**config.mk**
```make
export PLATFORM = sky130hd
export DESIGN_NAME = cache_axi_bridge
export DESIGN_NICKNAME = d
export VERILOG_FILES = /design/src/rtl/cache_axi_bridge.sv
export SDC_FILE = /design/constraint.sdc
export NUM_CORES = 1
export LEC_CHECK = 0
export ABC_AREA = 1
export CORE_ASPECT_RATIO = 1.2
export CORE_MARGIN = 10
export CORE_UTILIZATION = 40
export DETAILED_ROUTE_END_ITERATION = 8
export PLACE_DENSITY = 0.77
export RECOVER_POWER = 100
export SYNTH_ARGS = -nofsm -noshare
export SYNTH_HDL_FRONTEND = slang
export SYNTH_SLANG_ARGS = --single-unit
```
**constraint.sdc**
```tcl
create_clock -name clk -period 7.3 [get_ports clk]
set_input_delay 1.46 -clock clk [delete_from_list [all_inputs] [get_ports clk]]
set_output_delay 1.46 -clock clk [all_outputs]
set_load 0.03 [all_outputs]
```
**src/rtl/cache_axi_bridge.sv**
```systemverilog
// cache_axi_bridge
//   Turns the cache miss interface (rd_*/wr_*) into AXI4 master transactions.
//   One outstanding read and one outstanding write at a time; a read that
//   targets the same 16-byte line as an in-flight (or same-cycle) write is
//   held off until that write has received its B response.
//
// Ports
//   clk, reset                    clock, asynchronous active-high reset
//   rd_req/rd_type/rd_addr/rd_rdy cache read request channel
//   ret_valid/ret_last/ret_data   read return beats (combinational from R)
//   wr_req/wr_type/wr_addr/
//   wr_wstrb/wr_data/wr_rdy       cache write request channel
//   ar*/r*                        AXI read address / data channels
//   aw*/w*/b*                     AXI write address / data / response channels
module cache_axi_bridge (
  input  logic         clk,
  input  logic         reset,
  // cache read side
  input  logic         rd_req,
  input  logic [2:0]   rd_type,
  input  logic [31:0]  rd_addr,
  output logic         rd_rdy,
  output logic         ret_valid,
  output logic         ret_last,
  output logic [31:0]  ret_data,
  // cache write side
  input  logic         wr_req,
  input  logic [2:0]   wr_type,
  input  logic [31:0]  wr_addr,
  input  logic [3:0]   wr_wstrb,
  input  logic [127:0] wr_data,
  output logic         wr_rdy,
  // AXI read address
  output logic [3:0]   arid,
  output logic [31:0]  araddr,
  output logic [7:0]   arlen,
  output logic [2:0]   arsize,
  output logic [1:0]   arburst,
  output logic         arvalid,
  input  logic         arready,
  // AXI read data
  input  logic [3:0]   rid,
  input  logic [31:0]  rdata,
  input  logic [1:0]   rresp,
  input  logic         rlast,
  input  logic         rvalid,
  output logic         rready,
  // AXI write address
  output logic [3:0]   awid,
  output logic [31:0]  awaddr,
  output logic [7:0]   awlen,
  output logic [2:0]   awsize,
  output logic [1:0]   awburst,
  output logic         awvalid,
  input  logic         awready,
  // AXI write data
  output logic [31:0]  wdata,
  output logic [3:0]   wstrb,
  output logic         wlast,
  output logic         wvalid,
  input  logic         wready,
  // AXI write response
  input  logic [3:0]   bid,
  input  logic [1:0]   bresp,
  input  logic         bvalid,
  output logic         bready
);

  localparam logic [3:0] RD_ID = 4'd0;
  localparam logic [3:0] WR_ID = 4'd1;
  localparam logic [1:0] BURST_INCR = 2'b01;

  localparam logic [1:0] R_IDLE = 2'd0;
  localparam logic [1:0] R_AR   = 2'd1;
  localparam logic [1:0] R_DATA = 2'd2;

  localparam logic [1:0] W_IDLE = 2'd0;
  localparam logic [1:0] W_SEND = 2'd1;
  localparam logic [1:0] W_RESP = 2'd2;

  // ---------------------------------------------------------------- state
  logic [1:0]   r_state_q, r_state_d;
  logic [31:0]  rd_addr_q, rd_addr_d;
  logic [2:0]   rd_type_q, rd_type_d;

  logic [1:0]   w_state_q, w_state_d;
  logic [31:0]  wr_addr_q, wr_addr_d;
  logic [2:0]   wr_type_q, wr_type_d;
  logic [3:0]   wr_wstrb_q, wr_wstrb_d;
  logic [127:0] wr_data_q, wr_data_d;
  logic [1:0]   beat_q, beat_d;
  logic         aw_done_q, aw_done_d;
  // Set once the last W beat has handshaken, so wvalid drops while AW may
  // still be waiting for awready.
  logic         w_done_q, w_done_d;

  // Response IDs and codes carry no information for this bridge.
  logic unused_inputs;
  assign unused_inputs = ^{rid, rresp, bid, bresp};

  // ---------------------------------------------------------------- hazard
  logic hazard;
  logic rd_line, wr_line;

  assign wr_rdy = (w_state_q == W_IDLE);
  // A read may not overtake a write to the same line: either one already in
  // flight, or one being accepted this very cycle.
  assign hazard = ((w_state_q != W_IDLE) && (rd_addr[31:4] == wr_addr_q[31:4])) ||
                  (wr_req && wr_rdy && (rd_addr[31:4] == wr_addr[31:4]));
  assign rd_rdy = (r_state_q == R_IDLE) && !hazard;

  // ---------------------------------------------------------------- read side
  assign rd_line   = (rd_type_q == 3'b100);
  assign arid      = RD_ID;
  assign araddr    = rd_addr_q;
  assign arlen     = rd_line ? 8'd3 : 8'd0;
  assign arsize    = rd_line ? 3'd2 : {1'b0, rd_type_q[1:0]};
  assign arburst   = BURST_INCR;
  assign arvalid   = (r_state_q == R_AR);
  assign rready    = (r_state_q == R_DATA);
  assign ret_valid = rready && rvalid;
  assign ret_last  = rready && rlast;
  assign ret_data  = rdata;

  always_comb begin
    r_state_d = r_state_q;
    rd_addr_d = rd_addr_q;
    rd_type_d = rd_type_q;
    case (r_state_q)
      R_IDLE: begin
        if (rd_req && rd_rdy) begin
          r_state_d = R_AR;
          rd_addr_d = rd_addr;
          rd_type_d = rd_type;
        end
      end
      R_AR:   if (arready) r_state_d = R_DATA;
      R_DATA: if (rvalid && rlast) r_state_d = R_IDLE;
      default: r_state_d = R_IDLE;
    endcase
  end

  // ---------------------------------------------------------------- write side
  logic aw_hs, w_hs;

  assign wr_line = (wr_type_q == 3'b100);
  assign awid    = WR_ID;
  assign awaddr  = wr_addr_q;
  assign awlen   = wr_line ? 8'd3 : 8'd0;
  assign awsize  = wr_line ? 3'd2 : {1'b0, wr_type_q[1:0]};
  assign awburst = BURST_INCR;
  assign awvalid = (w_state_q == W_SEND) && !aw_done_q;
  assign wvalid  = (w_state_q == W_SEND) && !w_done_q;
  assign wdata   = wr_data_q[32*beat_q +: 32];
  assign wstrb   = wr_line ? 4'hF : wr_wstrb_q;
  assign wlast   = wvalid && (!wr_line || (beat_q == 2'd3));
  assign bready  = (w_state_q == W_RESP);

  assign aw_hs = awvalid && awready;
  assign w_hs  = wvalid && wready;

  always_comb begin
    w_state_d  = w_state_q;
    wr_addr_d  = wr_addr_q;
    wr_type_d  = wr_type_q;
    wr_wstrb_d = wr_wstrb_q;
    wr_data_d  = wr_data_q;
    beat_d     = beat_q;
    aw_done_d  = aw_done_q;
    w_done_d   = w_done_q;
    case (w_state_q)
      W_IDLE: begin
        if (wr_req) begin
          w_state_d  = W_SEND;
          wr_addr_d  = wr_addr;
          wr_type_d  = wr_type;
          wr_wstrb_d = wr_wstrb;
          wr_data_d  = wr_data;
          beat_d     = 2'd0;
          aw_done_d  = 1'b0;
          w_done_d   = 1'b0;
        end
      end
      W_SEND: begin
        if (aw_hs) aw_done_d = 1'b1;
        if (w_hs) begin
          if (wlast) w_done_d = 1'b1;
          else       beat_d   = beat_q + 2'd1;
        end
        // AW and the last W beat may finish in either order or together.
        if ((aw_done_q || aw_hs) && (w_done_q || (w_hs && wlast)))
          w_state_d = W_RESP;
      end
      W_RESP: begin
        if (bvalid) begin
          w_state_d = W_IDLE;
          beat_d    = 2'd0;
          aw_done_d = 1'b0;
          w_done_d  = 1'b0;
        end
      end
      default: w_state_d = W_IDLE;
    endcase
  end

  // ---------------------------------------------------------------- registers
  always_ff @(posedge clk or posedge reset) begin
    if (reset) begin
      r_state_q  <= R_IDLE;
      rd_addr_q  <= '0;
      rd_type_q  <= '0;
      w_state_q  <= W_IDLE;
      wr_addr_q  <= '0;
      wr_type_q  <= '0;
      wr_wstrb_q <= '0;
      wr_data_q  <= '0;
      beat_q     <= '0;
      aw_done_q  <= 1'b0;
      w_done_q   <= 1'b0;
    end else begin
      r_state_q  <= r_state_d;
      rd_addr_q  <= rd_addr_d;
      rd_type_q  <= rd_type_d;
      w_state_q  <= w_state_d;
      wr_addr_q  <= wr_addr_d;
      wr_type_q  <= wr_type_d;
      wr_wstrb_q <= wr_wstrb_d;
      wr_data_q  <= wr_data_d;
      beat_q     <= beat_d;
      aw_done_q  <= aw_done_d;
      w_done_q   <= w_done_d;
    end
  end

endmodule

```
Word-level counts from Yosys, hierarchy flattened

Cells that the tools add are included.
Widths: inputs -> output; s select.

Register bits after elaboration: 210

Muxes and demuxes: 24
Shifts and indexed selects: 1
Equal/unequal tests: 19
$add $sub $neg: 1
Reductions and logical operators: 34

Operators by type and width:

| operator            | count |
|---|---|
| $shiftx 128x8->32   | 1 |
| $eq 28x28->1        | 2 |
| $mux 2              | 13 |
| $pmux 2 s3          | 3 |
| $logic_and 1x1->1   | 15 |
| $ne 2x2->1 const B  | 6 |
| $reduce_and 5->1    | 2 |
| $ne 2x1->1 const B  | 4 |
| $eq 2x2->1 const B  | 3 |
| $eq 3x3->1 const B  | 2 |
| $pmux 1 s3          | 2 |
| $reduce_and 3->1    | 2 |
| $mux 1              | 5 |
| $eq 2x1->1 const B  | 2 |
| $logic_not 1->1     | 4 |
| $logic_not 2->1     | 2 |
| $logic_or 1x1->1    | 4 |
| $mux 4              | 1 |
| $reduce_and 2->1    | 2 |
| $reduce_and 4->1    | 1 |
| $reduce_bool 3->1   | 1 |
| $add 2x1->2 const B | 1 |
| $reduce_bool 2->1   | 1 |

Depth between registers and ports, before layout

Depth after elaboration: 9
Gate-level depth with buffers: 13
Depth with buffers taken out: 12

Worst setup path after synthesis

OpenSTA, ideal clock, no wires.

Kind: input to output
Start point: input rd_addr[4]
End point: output rd_rdy
Data required time: 5.840 ns
Arrival: 2.392 ns
Buffers on the path: 0
Cell stages on the path: 7
Slack: 3.448 ns
Path through: inv_1 -> or2_2 -> nand3_1 -> nand3b_1 -> nor2_1 -> nand2_2 -> and2_1

Cells in the longest elaborated chain, start to end: 5
Elaborated cells between the ends (all ways): 7
Those cells by class: eq/ne (2); reduce/logical (5)

Ends and longest elaborated chain:

| item                                        | line     | text |
|---|---|---|
| start: declaration                          | 21       | `input logic [31:0] rd_addr,` |
| $eq 28x28->1, on equally long branches      | 108, 109 |  |
| $logic_and 1x1->1, on equally long branches | 108, 109 |  |
| $logic_or 1x1->1 *                          | 108      | `assign hazard = ((w_state_q != W_IDLE) && (rd_addr[31:4] == wr_addr_q[31:4])) \|\|` |
| $logic_not 1->1 *                           | 110      | `assign rd_rdy = (r_state_q == R_IDLE) && !hazard;` |
| $logic_and 1x1->1 *                         | 110      |  |
| end: declaration                            | 22       | `output logic rd_rdy,` |

Every way passes the cells marked *; elsewhere a longest branch is shown, timed or not.

Final worst setup path

Start point: register beat_q[0]
End point: output wdata[15]

Cells in the longest elaborated chain, start to end: 1

Ends and longest elaborated chain:

| item                     | line | text |
|---|---|---|
| start: declaration       | 91   | `logic [1:0] beat_q, beat_d;` |
| start signal: assignment | 229  | `beat_q <= beat_d;` |
| $shiftx 128x8->32        | 154  | `assign wdata = wr_data_q[32*beat_q +: 32];` |
| end: declaration         | 57   | `output logic [31:0] wdata,` |

Every way passes these cells.

==> run metrics <==
status complete, but fails checks; failing checks max-capacitance violations, max-slew violations; register area share after synthesis 47.9%; DRC Markers 0; met1 WL 14.3 mm; R2R Path End wr_data_q[95]$_DFFE_PP0P_; DR WL met3 3.98 mm; routed wl met2 19.2 mm; CTS H-Tree Depth 1; Synth Area in XOR/XNOR 1.28%; TritonRoute pass-1 iters 5; post-synthesis compound-gate area fraction under 10%; DR top layer met4; worst path cell trace clkbuf_1, inv_2, buf_4, nor2_1, o22ai_1, dlygate4sd3_1; sw power 3.01 mW; Worst Path Arrival 4.63 ns; Global Route Usage Sum 21.8%; PortBufs 329; slowest CP cell clkbuf_1; setup ws final roughly 1.2 ns; routability cong. around 0.95; root buf cell clkbuf_16; Min Hold Slack 0.464 ns; final hold violation count 0; final setup fails 0; largest net degree at the start of global routing 124; Synth area leader dfrtp_1; Rel. slew slack -97.8%; Final #Nets 2025; achievable clock frequency 0.164 GHz; first-pass GRT wire length roughly 60 mm; Site Rows 66; FFs w/ async S/R, synth between 90% and 100%; CTS Buf Count 24; min cycle time layout 6.09 ns; Synth Area in Adders less than 1%; 1st-iter DRT viols 747; core area 27100 µm²; part of the power in registers 30.6%; Hold EP araddr[20]$_DFFE_PP0P_; Simple-Gate Fraction of Synth Area 33.4%; Placed Area 14100 µm²; Crit path buffers/inverters 4; post-detailed-route count of antenna-violating nets 0; clk slew on worst S/H paths 0.06 ns; Lkg Pwr 7.63 nW; top_reg_cell synth dfrtp_1; crit-path leading delay family buffers and inverters; via count 10600; largest family of logic cells by synthesized area simple AND/OR/NAND/NOR gates; Die ar. 34500 µm²; post-DP HPWL 28.7 mm; Final Power 6.71 mW; total congestion overflow 0; Avg Cell Area, Syn 7.26 µm²; top-count cell post-synth nand2_1; Post-CTS Setup Inserts 0; final wirelength 39.1 mm; CP required 5.84 ns; Die Y-Extent just over 200 µm; Slowest Stage Delay on Critical Path 2.07 ns; R2R cell count 6; Post-synth top cells nand2_1, dfrtp_1, nor2_1, o21ai_0, inv_1; worst skew pair latency 0.53 ns; final worst-path cycle share 83.4%; cts hold-fix bufs 0; final instance area 14900 µm²; CTS tree yes; Yosys cell types 33; Post-synth EDFFs 0; TNS Setup 0 ns; internal power about 3.7 mW; skew final 0.0175 ns; worst-path fanout max 66; initial antenna violation count 3; reg2reg start w_state_q[0]$_DFFE_PP0P_; Vias per Instance 5.00; class of the worst hold path flop to flop; top-level I/O count between 400 and 500; worst slew pin tran slightly below 3 ns; switch share 44.8%; fraction of synthesized area in multiplexers 0%; Initial Util 40.5%; area grow syn2layout 36.2%; Cells after Synth 1513; clock buffer depth 3; Max VDD drop 0.271 mV; critical path class flop to output pin; RSZ-0062 raised after global routing false; logic gate share of total power 49.5%; Hold Path Origin araddr[20]$_DFFE_PP0P_; synthesized area 11000 µm²; Avg WL per Cell 18.4 µm; critical path startpoint category flop; Synth area leaders dfrtp_1, nand2_1, o21ai_0; vias in the first global route 10800; pre-CTS setup slack 1.41 ns; fin. max-slew vios 303; area share of the largest cell type after synthesis 47.9%; Clk pwr share 19.9%; Synth Register Bits 210; post-CTS sizing 0; CTS Sinks 210; max_cap viols 5; r2r setup slk around 2.6 ns; Pwr Density around 450 nW/µm²; Synth Warn # 0; share of cells above drive strength 1 between 3 and 4%; Worst Hold Path Cells 2; Die W 171 µm; crit end category output pin
[cell families after synthesis]
logic type	count (synthesis)
fa+ha+maj	1
flops	210
simple gates	913
other cells	2
xor+xnor	16
compound gates	141
buf+inv	230
[flip-flops by register name, indices dropped and copies added (netlist names)]
register / flops
w_state_q: 2
araddr: 32
aw_done_q: 1
beat_q: 2
wr_data_q: 128
wr_wstrb_q: 4
wr_type_q: 3
r_state_q: 2
awaddr: 32
rd_type_q: 3
w_done_q: 1
[power by group through the flow]
stage                     logic, mW  registers (mW)  clock network [mW]
after global routing           3.63            2.12                1.41
after global placement         3.42            2.04                   0
after detailed placement       3.48            2.06                   0
after CTS                      3.50            2.06                1.36
after floorplan                1.85            2.33                   0
final                          3.32            2.05                1.34
[worst max-delay path by stage]
stage,from,endpoint,slack [ns],cells past startpoint
2_1_floorplan,reset,araddr[0]$_DFFE_PP0P_,0.10,1
3_3_place_gp,wr_req,rd_rdy,1.43,10
3_5_place_dp,wr_req,rd_rdy,1.41,10
4_1_cts,wr_req,rd_rdy,1.41,10
5_1_grt,beat_q[0]$_DFFE_PP0P_,wdata[0],0.94,4
6_report,beat_q[0]$_DFFE_PP0P_,wdata[15],1.21,6
[layer usage]
metal / vias to the layer above / global-route usage, %
met5: - / 0
met4: 0 / 9.46
met2: 471 / 37.2
li1: 5125 / -
met1: 4952 / 24.1
met3: 87 / 7.05
[through the flow]
step | utilization [%] | cells
after global placement | 52.1 | 2082
after detailed placement | 52.1 | 2082
after global routing | 55.2 | 2126
after floorplan | - | 1537
final | 55.2 | 2127
after CTS | 55.3 | 2124
[area by class of cell]
class | count | area [µm²]
well taps | 340 | 425
multi-input cells | 1097 | 4670
inverters | 97 | 373
repair buffers | 338 | 3350
diodes | 3 | 7.51
clock buffers | 32 | 681
fillers | 2556 | 12100
clock inverters | 10 | 193
flip-flops and latches | 210 | 5260
[tightest hold or removal path, delay by kind of cell (launching register included)]
family           cells  cell delay, ns
flip-flops           1            0.34
AND/OR/NAND/NOR      2            0.10
[placed cells by master, fill, tap and decap left out, types with 2 or more instances in the layout]
cell type | netlist | final
nor2_1 | 129 | 129
clkbuf_1 | 55 | 6
o21ai_0 | 105 | 106
clkinv_2 | 0 | 2
buf_4 | 63 | 5
o22ai_1 | 32 | 32
nor3_1 | 2 | 2
xnor2_1 | 15 | 15
nand2_1 | 695 | 700
dfrtp_1 | 210 | 209
clkbuf_16 | 0 | 24
clkbuf_8 | 0 | 5
clkdlybuf4s50_1 | 0 | 210
nand4_1 | 48 | 48
or2_2 | 7 | 7
nand2_2 | 10 | 5
bufinv_16 | 0 | 5
conb_1 | 2 | 26
and2_1 | 3 | 3
nand3_1 | 9 | 9
nor2_4 | 2 | 2
inv_1 | 96 | 94
dlygate4sd3_1 | 0 | 119
diode_2 | 0 | 3
nand3b_1 | 3 | 3
a21oi_1 | 2 | 2
Note: power is estimated with default switching activity, not from simulation.
